[src/rtl/alu_arbiter.sv]
// Two-requester round-robin front end for an external combinational ALU.
// Optional overflow counter output: define ALU_ARBITER_OVCNT_EN.
module alu_arbiter #(
  parameter int nIO = 8,
  parameter int OPW = 3
) (
  input  logic           i_clk,
  input  logic           i_rst_n,
  input  logic           i_req0_valid,
  output logic           o_req0_ready,
  input  logic [nIO-1:0] i_req0_a,
  input  logic [nIO-1:0] i_req0_b,
  input  logic [OPW-1:0] i_req0_op,
  input  logic           i_req1_valid,
  output logic           o_req1_ready,
  input  logic [nIO-1:0] i_req1_a,
  input  logic [nIO-1:0] i_req1_b,
  input  logic [OPW-1:0] i_req1_op,
  output logic           o_rsp0_valid,
  input  logic           i_rsp0_ready,
  output logic           o_rsp1_valid,
  input  logic           i_rsp1_ready,
  output logic [nIO-1:0] o_rsp_z,
  output logic           o_rsp_ov,
  output logic [nIO-1:0] o_alu_a,
  output logic [nIO-1:0] o_alu_b,
  output logic [OPW-1:0] o_alu_op,
  input  logic [nIO-1:0] i_alu_z,
  input  logic           i_alu_ov
`ifdef ALU_ARBITER_OVCNT_EN
  ,
  output logic [7:0]     o_ov_cnt
`endif
);

  typedef enum logic [1:0] {
    S_IDLE,
    S_EXEC,
    S_RESP
  } state_t;

  state_t         r_state;
  state_t         w_next;
  logic           r_last;
  logic           r_gnt;
  logic [nIO-1:0] r_a;
  logic [nIO-1:0] r_b;
  logic [OPW-1:0] r_op;
  logic [nIO-1:0] r_z;
  logic           r_ov;

  logic           w_gnt;
  logic           w_req0_ready;
  logic           w_req1_ready;
  logic           w_acc;
  logic           w_rsp_hs;
  logic [nIO-1:0] w_sel_a;
  logic [nIO-1:0] w_sel_b;
  logic [OPW-1:0] w_sel_op;

  // On contention the requester not served last wins.
  assign w_gnt = (i_req0_valid && i_req1_valid)
               ? ~r_last : i_req1_valid;

  assign w_sel_a  = w_gnt ? i_req1_a  : i_req0_a;
  assign w_sel_b  = w_gnt ? i_req1_b  : i_req0_b;
  assign w_sel_op = w_gnt ? i_req1_op : i_req0_op;

  assign w_acc    = w_req0_ready | w_req1_ready;
  assign w_rsp_hs = (r_state == S_RESP) &&
                    (r_gnt ? i_rsp1_ready
                           : i_rsp0_ready);

  always_comb begin
    w_next       = r_state;
    w_req0_ready = 1'b0;
    w_req1_ready = 1'b0;
    unique case (r_state)
      S_IDLE: begin
        if (i_rst_n) begin
          w_req0_ready = i_req0_valid & ~w_gnt;
          w_req1_ready = i_req1_valid &  w_gnt;
        end
        if (w_req0_ready || w_req1_ready)
          w_next = S_EXEC;
      end
      S_EXEC: w_next = S_RESP;
      S_RESP: begin
        if (w_rsp_hs)
          w_next = S_IDLE;
      end
      default: w_next = S_IDLE;
    endcase
  end

  always_ff @(posedge i_clk) begin
    if (!i_rst_n) begin
      r_state <= S_IDLE;
      r_last  <= 1'b1;
      r_gnt   <= 1'b0;
      r_a     <= '0;
      r_b     <= '0;
      r_op    <= '0;
      r_z     <= '0;
      r_ov    <= 1'b0;
    end else begin
      r_state <= w_next;
      if (w_acc) begin
        r_gnt <= w_gnt;
        r_a   <= w_sel_a;
        r_b   <= w_sel_b;
        r_op  <= w_sel_op;
      end
      if (r_state == S_EXEC) begin
        r_z  <= i_alu_z;
        r_ov <= i_alu_ov;
      end
      if (w_rsp_hs)
        r_last <= r_gnt;
    end
  end

`ifdef ALU_ARBITER_OVCNT_EN
  logic [7:0] r_ov_cnt;

  always_ff @(posedge i_clk) begin
    if (!i_rst_n)
      r_ov_cnt <= 8'd0;
    else if (w_rsp_hs && r_ov &&
             r_ov_cnt != 8'hFF)
      r_ov_cnt <= r_ov_cnt + 8'd1;
  end

  assign o_ov_cnt = r_ov_cnt;
`endif

  assign o_req0_ready = w_req0_ready;
  assign o_req1_ready = w_req1_ready;
  assign o_rsp0_valid = (r_state == S_RESP) & ~r_gnt;
  assign o_rsp1_valid = (r_state == S_RESP) &  r_gnt;
  assign o_rsp_z      = r_z;
  assign o_rsp_ov     = r_ov;
  assign o_alu_a      = r_a;
  assign o_alu_b      = r_b;
  assign o_alu_op     = r_op;

endmodule

[config.mk]
export PLATFORM = sky130hd
export DESIGN_NAME = alu_arbiter
export DESIGN_NICKNAME = d
export VERILOG_FILES = /design/src/rtl/alu_arbiter.sv
export SDC_FILE = /design/constraint.sdc
export NUM_CORES = 1
export LEC_CHECK = 0
export BUFFER_PORTS_ARGS = -buffer_cell sky130_fd_sc_hd__buf_2
export CORE_UTILIZATION = 41
export DETAILED_ROUTE_END_ITERATION = 12
export PLACE_DENSITY_LB_ADDON = 0.3
export RECOVER_POWER = 25
export SLEW_MARGIN = 20
export SYNTH_ARGS = -nofsm -noshare
export SYNTH_HDL_FRONTEND = slang
export SYNTH_SLANG_ARGS = --single-unit
[constraint.sdc]
create_clock -name i_clk -period 1.6 [get_ports i_clk]
set_input_delay 0.32 -clock i_clk [delete_from_list [all_inputs] [get_ports i_clk]]
set_output_delay 0.32 -clock i_clk [all_outputs]
set_load 0.01 [all_outputs]
==> results.toml, run 1 <==
[worst_setup_path]
path_cells = "a21bo_4, buf_4, nor2_1, buf_2"
path_class = "flop to output port"
worstPathRequired_ns = 1.28
cp_max_fo = 6
start_kind = "flop"
endpoint_kind = "output port"
crit_slowest_cell = "dfxtp_1"
slowest_delay_ns = 0.34
crit_arrival_ns = 1.23
r2r_cells = 3

[clock_tree]
cts.clk_slew.worst_paths_ns = 0.06
numCtsBuffers = 5
post-cts-setup-buffers = 0
cts-root-buf = "clkbuf_8"
cts_max_level = 2
cts_tree = "done"
max-clock-path-buffers = 2
insertion_delay_ns = 0.27
holdBufCountCts = 0
post_cts_resize_count = 0
clock_sinks = 32

[outcome]
status = "complete, no violations"

[timing]
min_period_over_period_pct = 96.61
hold_violations = 0
worst_pin_slew_ns = 0.4585
finalSetupViolations = 0
finalMaxSlewViolations = 0
min_period_ns = 1.546
rsz0062_at_grt = "true"
fmax_mhz = 646.9
fin_worst_skew_ns = 0.004624
timing.hold.ws_ns = 0.2914
slew-limit-headroom_pct = 69.36

[final_layout]
postLayoutCoreUtil_pct = 59.43
drive_above_1_share_pct = 36.51
nets = 294
synthToLayoutAreaGrowth_pct = 35.68
final_common_cell = "buf_2"
antenna-diode-count = 0
layout_common_cells = "71 x buf_2, 32 x dfxtp_1, 21 x nand2_1"

[floorplanning]
io_pins = 85
core_region_area_um2 = 3442
die_h_um = 62.64
row_count = 21
start_util_pct = 43.80
die-area_um2 = 3924
die_w_um = 62.64

[power_and_ir_drop]
finalPower_mw = 2.031
peakVddDrop_v = 0.0005552
power.density_nw_per_um2 = 992.7
cellLeakagePower_nw = 0.8736

[synthesis]
synth_nets = 212
synthDistinctLibCells = 20
post_synth_instance_area_um2 = 1508
yosysWarnings = 0
syn-instance-count = 159
seq_area_frac_synth_pct = 42.49
ys_ff_latch = 32
synth.avg_cell_area_um2 = 9.482

[route]
wl_per_cell_um = 13.69
wirelength_um = 3929
vias_per_cell = 5.279
drt-initial-drc-count = 96
ant_nets = 0
vias = 1515
drcViolationCount = 0
firstDrtPassIters = 4

[placement]
numPortBuffers = 84
routabilityCongestion = 0.7182
dp_hpwl_um = 2751

[global_routing]
antenna_found_initial = 0
grt.total_usage_pct = 20.97
grt_max_degree = 32
overflow = 0
grt_pass1_wl_um = 6548
grt_pass1_vias = 1414

[worst_hold_path]
whs_path_depth = 3
worst_hold_path_type = "input pin to flop"

[job]
cap_violations = 0
## cell families (layout without fill, tap and decap cells)
kind of cell	Yosys count	after routing	synth area share (%)
and+or+nand+nor	77	77	30.71
AOI/OAI and AO/OA	34	34	21.58
DFF	32	32	42.49
buffers and inverters	16	98	5.229
## power by group
part	internal [mW]	leakage, nW	switching [mW]
logic	0.211	0.559	0.238
registers	0.880	0.265	0.0484
clock network	0.383	0.0503	0.270
## final timing paths
| kind | slack (ns) | startpoint | end |
|---|---|---|---|
| setup / recovery | 0.05 | r_last | o_req1_ready |
| hold / removal | 0.29 | i_alu_z[7] | o_rsp_z[7] |
| setup reg to reg | 0.16 | r_state[0] | o_alu_a[7] |
| hold reg to reg | 0.47 | o_rsp_z[1] | o_rsp_z[1] |
## area by class of cell
cell class	count	area, um^2
timing repair buffer	91	456.7
multi-input combinational	111	794.5
clock buffer	7	96.34
fill	328	1396
tap	46	57.56
sequential	32	640.6
## metal layers
metal / share of wire (%) / GRT usage, %
met1: 47 / 28.12
met2: 46 / 32.61
met3: 5.7 / 6.387
met4: 0.74 / 5.233
met5: 0 / 0
## cells in the mapped netlist
library cell | count | share of area [%]
a21bo_1 | 1 | 0.66
dfxtp_1 | 32 | 42
nand4b_1 | 19 | 11
or3_1 | 19 | 7.9
nand2_1 | 21 | 5.2
nand3_1 | 1 | 0.33
nor2_1 | 8 | 2.0
o21a_1 | 1 | 0.50
buf_6 | 2 | 1.5
a21boi_0 | 11 | 5.5
and2_1 | 1 | 0.42
o21ai_0 | 1 | 0.33
a31oi_1 | 1 | 0.42
buf_4 | 1 | 0.50
clkbuf_1 | 13 | 3.2
nand2b_1 | 4 | 1.7
nor2b_1 | 2 | 0.83
nor2_4 | 1 | 0.75
or2_4 | 1 | 0.58
o2111a_1 | 19 | 14
## critical path: cells and delay by family, from the launching register on
family                 cells  cell delay, ns
AOI/OAI and AO/OA          1            0.24
and+or+nand+nor            1            0.09
DFF                        1            0.34
buffers and inverters      2            0.28
## state kept, by name (all words and copies together) (netlist names)
signal	flops
r_gnt	1
r_state	2
o_alu_b	8
o_rsp_z	8
o_rsp_ov	1
o_alu_a	8
o_alu_op	3
r_last	1
## per-stage QoR
stage	instance area (um^2)	TNS, ns	setup WS (ns)	cells
after detailed placement	1959	0	0.1457	280
after global placement	1959	0	0.1518	280
after CTS	2056	0	0.03881	287
after global routing	2046	-0.0009095	-0.0009095	287
after floorplan	1508	0	0.2260	159
final	2046	0	0.05428	287
(Power assumes the default switching activity.)
==> run 2, diff against run 1 <==
--- a/config.mk
+++ b/config.mk
@@ -5,8 +5,9 @@
 export SDC_FILE = /design/constraint.sdc
 export NUM_CORES = 1
 export LEC_CHECK = 0
-export BUFFER_PORTS_ARGS = -buffer_cell sky130_fd_sc_hd__buf_2
+export BUFFER_PORTS_ARGS = -buffer_cell sky130_fd_sc_hd__clkbuf_2
 export CORE_UTILIZATION = 41
+export CTS_CLUSTER_DIAMETER = 200
 export DETAILED_ROUTE_END_ITERATION = 12
 export PLACE_DENSITY_LB_ADDON = 0.3
 export RECOVER_POWER = 25
==> run 2 against run 1 <==
Net effect: first-iteration DRC count down 26%; largest cell class unchanged; register-to-register slack gained 0.03 ns; fmax rose by 2.9%; combinational power about the same; clock skew down 0.0030 ns; sequential cell count unchanged; critical path depth unchanged; routed wire length decreased by 2.6%; non-clock buffer count did not move; count of clock-buffer cells in the layout unchanged; worst setup slack improved by 0.044 ns.
==> results.toml, run 2 (synthesized netlist as in run 1, its figures left out) <==
[route]
firstDrtPassIters = 4
wirelength_um = 3826
drcViolationCount = 0
drt-initial-drc-count = 71
top_layer = "met4"
ant_nets = 0
met2_length_um = 1689
wirelength_met1_um = 1846
wl_met3_um = 256
wl_per_cell_um = 13.33
vias = 1506
vias_per_cell = 5.247

[floorplanning]
die_h_um = 62.64
start_util_pct = 43.80
die_w_um = 62.64
core_region_area_um2 = 3442
die-area_um2 = 3924
io_pins = 85
row_count = 21

[global_routing]
grt_pass1_wl_um = 6216
grt_pass1_vias = 1372
grt.total_usage_pct = 20.05
antenna_found_initial = 0
grt_max_degree = 32
overflow = 0

[final_layout]
nets = 294
nFillCells = 337
final_common_cell = "clkbuf_2"
drive_above_1_share_pct = 36.10
layout_common_cells = "70 x clkbuf_2, 32 x dfxtp_1, 21 x nand2_1"
synthToLayoutAreaGrowth_pct = 35.35
multi_input_area_um2 = 790.8
antenna-diode-count = 0
postLayoutCoreUtil_pct = 59.29
seqCellArea_um2 = 640.6

[timing]
tns_ns = 0
timing.hold.ws_ns = 0.2758
fin_worst_skew_ns = 0.001631
worst_pin_slew_ns = 0.4435
hold_violations = 0
min_period_over_period_pct = 93.86
finalMaxSlewViolations = 0
fmax_mhz = 665.9
slew-limit-headroom_pct = 70.36
finalSetupViolations = 0
min_period_ns = 1.502
fin_ws_ns = 0.09826
rsz0062_at_grt = "false"

[clock_tree]
post-cts-setup-buffers = 0
cts_max_level = 2
cts_tree = "done"
max-clock-path-buffers = 2
cts-root-buf = "clkbuf_8"
numCtsBuffers = 5
holdBufCountCts = 0
insertion_delay_ns = 0.27
cts.clk_slew.worst_paths_ns = 0.06
clock_sinks = 32
post_cts_resize_count = 0

[job]
cap_violations = 0

[worst_setup_path]
endpoint_kind = "output port"
start_kind = "flop"
crit_arrival_ns = 1.18
worstPathRequired_ns = 1.28
cp_max_fo = 6
path_class = "flop to output port"

[power_and_ir_drop]
power.density_nw_per_um2 = 993.2
peakVddDrop_v = 0.0005521
cellLeakagePower_nw = 0.8714

[placement]
dp_hpwl_um = 2708
dp_slack_ns = 0.1649
numPortBuffers = 84
routabilityCongestion = 0.7297

[worst_hold_path]
worst_hold_path_type = "input pin to flop"

[outcome]
status = "complete, no violations"
## run 2: cell types whose count changed in the layout (fill, tap and decap cells not counted)
cell and delta:
a21bo_1 +1, a21bo_4 -1, buf_2 -71, clkbuf_1 +1, clkbuf_2 +70, nor2b_1 -1
nor2b_2 +1
## run 2: path summary, 6_finish.rpt
check,from,endpoint,slack (ns),cells past startpoint
worst max-delay path,r_state[0],o_req0_ready,0.1,4
worst max register to register,r_state[0],o_alu_a[3],0.19,3
worst min register to register,o_rsp_z[1],o_rsp_z[1],0.46,2
worst min-delay path,i_alu_z[0],o_rsp_z[0],0.28,3
## run 2: per-stage QoR
step	instances	power (mW)	instance area, um^2
6_report	287	2.027	2041
4_1_cts	287	2.056	2056
5_1_grt	287	2.138	2041
3_5_place_dp	280	1.401	1959
3_3_place_gp	280	1.398	1959
2_1_floorplan	159	1.218	1508
## run 2: metal layers
layer  vias to the layer above  track usage [%]
met4                         0            6.686
li1                        764                -
met2                        59            29.35
met3                         4            6.204
met1                       679            27.70
met5                         -                0
## run 2: power by group
| group | leakage [nW] | switching [mW] | internal [mW] | total, mW |
|---|---|---|---|---|
| combinational | 0.557 | 0.237 | 0.209 | 0.446 |
| sequential | 0.265 | 0.0484 | 0.880 | 0.929 |
| clock | 0.0503 | 0.269 | 0.382 | 0.652 |
## run 2: layout make-up
type / count / share of cell area [%]
Sequential cell: 32 / 31.39
Multi-Input combinational cell: 111 / 38.75
Tap cell: 46 / 2.820
Timing Repair Buffer: 91 / 22.32
Clock buffer: 7 / 4.721
## run 2: critical path, stage by stage (launching register included)
cell	delay, ns
dfxtp_1	0.36
nor2_1	0.15
nand2_1	0.10
nor2_1	0.15
clkbuf_2	0.15
==> run 3, diff against run 2 <==
--- a/config.mk
+++ b/config.mk
@@ -5,6 +5,7 @@
 export SDC_FILE = /design/constraint.sdc
 export NUM_CORES = 1
 export LEC_CHECK = 0
+export ABC_AREA = 1
 export BUFFER_PORTS_ARGS = -buffer_cell sky130_fd_sc_hd__clkbuf_2
 export CORE_UTILIZATION = 41
 export CTS_CLUSTER_DIAMETER = 200
==> run 3 against run 2 <==
Net effect: sequential share of layout area is 1.0 points lower; utilization is 1.7 points lower; final area is 3.3% higher; clock power is 14% higher; non-clock buffer count is 1 higher; critical endpoint is now o_req1_ready; largest power group unchanged.
==> results.toml, run 3 <==
[timing]
slew-limit-headroom_pct = 77.18
finalSetupViolations = 0
timing.hold.ws_ns = 0.2912
worst_pin_slew_ns = 0.3414
rsz0062_at_grt = "false"
hold_violations = 0
fin_worst_skew_ns = 0.005042
min_period_ns = 1.491
fmax_mhz = 670.6
tns_ns = 0
finalMaxSlewViolations = 0
min_period_over_period_pct = 93.21
fin_ws_ns = 0.1087

[final_layout]
antenna-diode-count = 0
nFillCells = 381
final_common_cell = "nand2_1"
multi_input_area_um2 = 735.7
drive_above_1_share_pct = 26.84
layout_common_cells = "83 x nand2_1, 70 x clkbuf_2, 59 x nor2_1"
nets = 391
synthToLayoutAreaGrowth_pct = 34.05
seqCellArea_um2 = 640.6
fin_area_um2 = 2108

[placement]
dpl_cell_area_um2 = 2018
numPortBuffers = 84
dp_slack_ns = 0.2734
routabilityCongestion = 0.7442
dp_hpwl_um = 2912

[worst_setup_path]
r2r_slack_ns = 0.24
start_kind = "flop"
worstPathRequired_ns = 1.28
endpoint_kind = "output port"
crit_arrival_ns = 1.17
timing.rr.start = "r_state[1]"
rr_endpoint = "o_rsp_z[6]"
cp_max_fo = 4
r2r_cells = 5
path_class = "flop to output port"
crit_start = "r_state[0]"

[floorplanning]
core_region_area_um2 = 3661
die_w_um = 63.94
start_util_pct = 42.96
die_h_um = 63.94
io_pins = 85
die-area_um2 = 4088
row_count = 22

[synthesis]
syn-instance-count = 253
synth.area.top_cells = "dfxtp_1 41%, nand2_1 20%, nor2_1 14%, nand3_1 6.4%, inv_1 5.5%"
yosysTopAreaCellShare_pct = 40.73
yosysWarnings = 0
async_reset_ff_share_pct = 0
seq_area_frac_synth_pct = 40.73
ys_ff_latch = 32
synth_edf_count = 0
synth_ff_type = "dfxtp_1"
ys_top_cells_by_count = "83 x nand2_1, 59 x nor2_1, 32 x dfxtp_1, 23 x inv_1, 20 x nand3_1"
post-synth-top-count-cell = "nand2_1"
synth.avg_cell_area_um2 = 6.216
synth_top_cell_by_area = "dfxtp_1"
synthDistinctLibCells = 18
synth_nets = 306
post_synth_instance_area_um2 = 1573

[worst_hold_path]
worst_hold_path_type = "input pin to flop"
min_from = "i_alu_ov"
holdPathEnd = "o_rsp_ov"
whs_path_depth = 3

[global_routing]
overflow = 0
grt_pass1_vias = 1537
antenna_found_initial = 0
grt.total_usage_pct = 20.45
grt_pass1_wl_um = 6423
grt_max_degree = 22

[clock_tree]
cts_tree = "done"
post_cts_resize_count = 0
cts.clk_slew.worst_paths_ns = 0.06
insertion_delay_ns = 0.28
max-clock-path-buffers = 2
numCtsBuffers = 5
cts-root-buf = "clkbuf_8"
cts_max_level = 2
clock_sinks = 32
holdBufCountCts = 0
post-cts-setup-buffers = 0

[route]
wl_per_cell_um = 10.34
vias = 1756
firstDrtPassIters = 4
drt-initial-drc-count = 83
wirelength_um = 4002
ant_nets = 0
drcViolationCount = 0
vias_per_cell = 4.537

[outcome]
status = "complete, no violations"

[job]
cap_violations = 0

[power_and_ir_drop]
cellLeakagePower_nw = 1.212
power.density_nw_per_um2 = 1017
peakVddDrop_v = 0.0004399
## run 3: cell types whose count changed after synthesis, sizes merged, moves of 7 or more
cell and delta:
o2111a -19, inv +26, o21ai +10, or3 -19
buf +7, nand2 +64, clkbuf -9, nand3 +19
a21boi -11, nor2 +51, nand4b -19
## run 3: logic make-up after synthesis
family / share of synthesized area [%]
simple gates: 42.24
compound gates: 4.535
buf+inv: 12.49
flops: 40.73
## run 3: metal layers
| layer | wire length (um) | share of wire, % | global-route usage [%] | vias to the layer above |
|---|---|---|---|---|
| li1 | - | - | - | 928 |
| met1 | 1825 | 46 | 24.20 | 772 |
| met2 | 1920 | 48 | 35.11 | 51 |
| met3 | 201 | 5.0 | 4.286 | 5 |
| met4 | 55 | 1.4 | 9.375 | 0 |
| met5 | 0 | 0 | 0 | - |
## run 3: area by class of cell
| class | instances | area share (%) |
|---|---|---|
| clock inverters | 2 | 1.662 |
| clock buffers | 6 | 3.442 |
| multi-input cells | 180 | 34.90 |
| well taps | 48 | 2.849 |
| repair buffers | 92 | 21.96 |
| flip-flops and latches | 32 | 30.39 |
| inverters | 27 | 4.807 |
## run 3: worst max path at each step
stage                   endpoint  cells after the start
floorplan           o_req1_ready                      6
detailed placement    o_rsp_z[4]                      5
CTS                 o_req1_ready                      6
global route        o_req1_ready                      6
finish              o_req1_ready                      6
global placement      o_rsp_z[4]                      5
## run 3: power breakdown
part	internal, mW	switching, mW	leakage [nW]
registers	0.878	0.0416	0.264
logic	0.200	0.279	0.893
clock network	0.462	0.284	0.0552
## run 3: worst max-delay path: stages (launching register included)
cell and delay (ns):
dfxtp_1 0.31, inv_1 0.11, nand2_1 0.08, nor2_2 0.14
nand2_2 0.07, inv_1 0.06, clkbuf_2 0.12
## run 3: through the flow
step | utilization [%] | power, mW | cells
final | 57.59 | 2.145 | 387
after global routing | 57.59 | 2.282 | 387
after CTS | 58.07 | 2.183 | 387
after detailed placement | 55.13 | 1.427 | 379
after global placement | 55.13 | 1.417 | 379
after floorplan | - | 1.239 | 253
